File: config.mk
export PLATFORM = sky130hd
export DESIGN_NAME = nrzi_serial_tx
export DESIGN_NICKNAME = d
export VERILOG_FILES = /design/src/rtl/nrzi_serial_tx.sv
export SDC_FILE = /design/constraint.sdc
export NUM_CORES = 1
export LEC_CHECK = 0
export CORE_MARGIN = 8
export CORE_UTILIZATION = 23
export CTS_BUF_LIST = sky130_fd_sc_hd__clkbuf_2 sky130_fd_sc_hd__clkbuf_4 sky130_fd_sc_hd__clkbuf_8
export DETAILED_ROUTE_END_ITERATION = 8
export GPL_ROUTABILITY_DRIVEN = 0
export HOLD_SLACK_MARGIN = 0.08
export PLACE_DENSITY = 0.48
export REMOVE_ABC_BUFFERS = 1
export SYNTH_ARGS = -nofsm -noshare
export SYNTH_HDL_FRONTEND = slang
export SYNTH_SLANG_ARGS = --single-unit
export TNS_END_PERCENT = 1
File: constraint.sdc
create_clock -name clk -period 1.8 [get_ports clk]
set_clock_uncertainty 0.1 [all_clocks]
set_input_delay 0.54 -clock clk [delete_from_list [all_inputs] [get_ports clk]]
set_output_delay 0.54 -clock clk [all_outputs]
set_load 0.03 [all_outputs]
File: src/rtl/nrzi_serial_tx.sv
// rtl/nrzi_serial_tx.sv - parallel-in, NRZI-encoded serial-out transmitter
module nrzi_serial_tx #(
    parameter int WIDTH      = 8,
    parameter bit LSB_FIRST  = 1'b1,
    parameter bit IDLE_LEVEL = 1'b0
) (
    input  logic             clk,
    input  logic             rst,
    input  logic [WIDTH-1:0] data_in,
    input  logic             load,
    output logic             ready,
    output logic             busy,
    output logic             done,
    output logic             x
);

    localparam int CW = $clog2(WIDTH + 1);

    typedef enum logic [1:0] {
        S_IDLE = 2'd0,
        S_SEND = 2'd1,
        S_DONE = 2'd2
    } state_t;

    state_t           state;
    logic [WIDTH-1:0] shift_reg;
    logic [CW-1:0]    bit_cnt;
    logic             cur_bit;
    logic [WIDTH-1:0] shift_next;

    assign cur_bit    = LSB_FIRST ? shift_reg[0] : shift_reg[WIDTH-1];
    assign shift_next = LSB_FIRST ? (shift_reg >> 1) : (shift_reg << 1);

    always_ff @(posedge clk) begin
        if (rst) begin
            state     <= S_IDLE;
            shift_reg <= '0;
            bit_cnt   <= '0;
            ready     <= 1'b1;
            busy      <= 1'b0;
            done      <= 1'b0;
            x         <= IDLE_LEVEL;
        end else begin
            done <= 1'b0;
            case (state)
                S_IDLE: begin
                    if (load) begin
                        shift_reg <= data_in;
                        bit_cnt   <= '0;
                        ready     <= 1'b0;
                        busy      <= 1'b1;
                        state     <= S_SEND;
                    end
                end
                S_SEND: begin
                    // A 1 toggles the line, a 0 holds it.
                    x         <= x ^ cur_bit;
                    shift_reg <= shift_next;
                    bit_cnt   <= bit_cnt + CW'(1);
                    if (bit_cnt == CW'(WIDTH - 1)) begin
                        state <= S_DONE;
                    end
                end
                S_DONE: begin
                    done  <= 1'b1;
                    ready <= 1'b1;
                    busy  <= 1'b0;
                    state <= S_IDLE;
                end
                default: begin
                    state <= S_IDLE;
                    ready <= 1'b1;
                    busy  <= 1'b0;
                end
            endcase
        end
    end

endmodule

==> results.yml <==
final_layout:
  antennaDiodeCount: 0
  final_util: 0.3018
  largest_reg_flops: 8
  drive_above_1_share: 0.1262
  syn2layout_area_growth_pct: 25.98
  finalNetCount: 117
route:
  drt_iter0_drc: 91
  wl_per_cell_um: 12.66
  remaining_drc_errors: 0
  vias_per_cell: 4.577
  ant_nets: 0
  wl_mm: 1.887
  dr.pass1.iters: 3
  num_vias: 682
grt:
  antenna_found_initial: 0
  grt_pass1_wl_mm: 3.229
  grt_max_degree: 16
  grt_pass1_vias: 694
  grt_usage: 0.07332
  grt-ovfl-total: 0
job:
  cap_violations: 0
critical_path:
  cp.arrival_ns: 1.04
  path_buf_inv: 1
  r2r-start: "state[1]"
  cp-startpoint: "x"
  critPathRequiredTime_ns: 1.16
  setup.worst_path.start_class: "flop"
  crit_type: "flop to output pin"
  regToRegSetupSlack_ns: 0.45
  crit_slowest_cell: "dlygate4sd2_1"
  path_cells: "dlygate4sd2_1"
  critPathCaptureType: "output pin"
  slowest_delay_ns: 0.40
  worstPathMaxFanout: 2
  crit_family: "buffers and inverters"
cts:
  clkSinkCount: 18
  cts_tree: "yes"
  h-tree-depth: 1
  holdBufCountCts: 0
  cts_max_path_buffers: 2
  clock_latency_ns: 0.28
  clk_pin_slew_ns: 0.10
  cts_root_buf: "clkbuf_4"
  numCtsBuffers: 3
placement:
  port_buffers: 14
  dpl.hpwl_mm: 1.352
timing:
  relSlewSlack: 0.7939
  max_freq_mhz: 593.5
  min_period_ns: 1.685
  min_period_over_period: 0.9360
  max_slew.worst_pin.slew_ns: 0.3086
  setup_viol: 0
  rsz0062_at_grt: "false"
  hold_violations: 0
  slew_viol_final: 0
  fin_setup_tns_ns: 0
floorplan:
  dieArea_um2: 5619
  core_um2: 3337
  initial_core_util: 0.2396
  ios: 15
  rows: 21
  fp.dieH_um: 74.96
  die_w_um: 74.96
hold_path:
  hp-start: "ready"
  min_path_type: "flop to flop"
synthesis:
  synth_area_per_cell_um2: 9.190
  yosysWarnings: 0
  synth_ff_type: "dfxtp_1"
  synth_cells: 87
  async_flop_share: 0
  synthTopCellsByCount: "dfxtp_1 (18), nor2_1 (17), a211oi_1 (7)"
  synth.largest_area_cell: "dfxtp_1"
  post-synth-top-count-cell: "dfxtp_1"
  ys_ff_latch: 18
  synth_area_um2: 799.5
  synth_cell_types: 30
  synth_area_leaders: "dfxtp_1 (45%), nor2_1 (8.0%), a211oi_1 (6.6%), o2bb2ai_1 (5.5%), buf_6 (2.8%)"
  yosysSeqAreaShare: 0.4507
  yosysTopAreaCellShare: 0.4507
  synth_edf_count: 0
power:
  power_density_nw_per_um2: 759.6
  power_leakage_nw: 0.3783
  ir_drop_mv: 0.1994
run_status:
  outcome: "complete, no violations"
-- cells in the final DEF, fill, tap and decap left out, types with 2 or more instances in the layout --
cell type / count
nand2_1: 4
o2bb2ai_1: 5
nor2_1: 17
inv_1: 2
o22ai_1: 2
nor3_1: 2
clkdlybuf4s50_1: 10
a31oi_1: 2
nand3_1: 3
buf_4: 5
dlygate4sd2_1: 4
dfxtp_1: 18
nand3b_1: 3
a211oi_1: 7
clkbuf_4: 3
-- cells by family after synthesis --
kind of cell / share of synthesized area
compound gates: 0.2191
xor+xnor: 0.01096
fa+ha+maj: 0.01565
buf+inv: 0.07042
flops: 0.4507
mux: 0.01877
simple gates: 0.2144
-- where the power goes --
| group | switching [mW] | internal, mW | leakage, nW |
|---|---|---|---|
| combinational | 0.0643 | 0.0646 | 0.216 |
| clock | 0.122 | 0.0777 | 0.0138 |
| sequential | 0.0137 | 0.422 | 0.148 |
-- path summary, 6_finish.rpt --
check,endpoint,cells past startpoint
hold / removal,ready,2
setup reg to reg,bit_cnt[1],3
setup / recovery,x,1
hold reg to reg,ready,2
-- what timing repair did --
| item | in CTS | in global routing |
|---|---|---|
| setup buffers | 0 | 0 |
| resized for setup | 4 | 0 |
| setup endpoints to repair | 4 | 0 |
-- worst register-to-register path: cells and delay by family, from the launching register on --
| kind | cells | cell delay (ns) |
|---|---|---|
| compound gates | 1 | 0.27 |
| buf+inv | 1 | 0.34 |
| simple gates | 1 | 0.06 |
| flops | 1 | 0.49 |
-- routing by layer --
| layer | track usage | wire length [um] | up-vias |
|---|---|---|---|
| met5 | 0 | 0 | - |
| met2 | 0.1104 | 816 | 11 |
| met3 | 0.01997 | 138 | 2 |
| li1 | - | - | 341 |
| met4 | 0.03478 | 13 | 0 |
| met1 | 0.09370 | 919 | 328 |
-- area by class of cell --
class                           instances  area (um2)
Fill cell                             364        2330
Multi-Input combinational cell         60       382.9
Sequential cell                        18       360.3
Timing Repair Buffer                   19       172.7
Tap cell                               46       57.56
Clock buffer                            3       22.52
Inverter                                3       11.26
-- metrics by stage --
| step | worst slack, ns | area [um2] | std cells | power (mW) | hold WS [ns] |
|---|---|---|---|---|---|
| detailed placement | -0.05067 | 989.7 | 146 | 0.5784 | 0.3426 |
| CTS | 0.09589 | 1007 | 149 | 0.7723 | 0.3579 |
| floorplan | 0.4837 | 754.5 | 81 | 0.5130 | 0.3518 |
| global placement | -0.03085 | 989.7 | 146 | 0.5780 | 0.3346 |
| finish | 0.1151 | 1007 | 149 | 0.7651 | 0.3507 |
| global route | 0.05772 | 1007 | 149 | 0.8068 | 0.3970 |
Note: power is estimated with default switching activity, not from simulation.
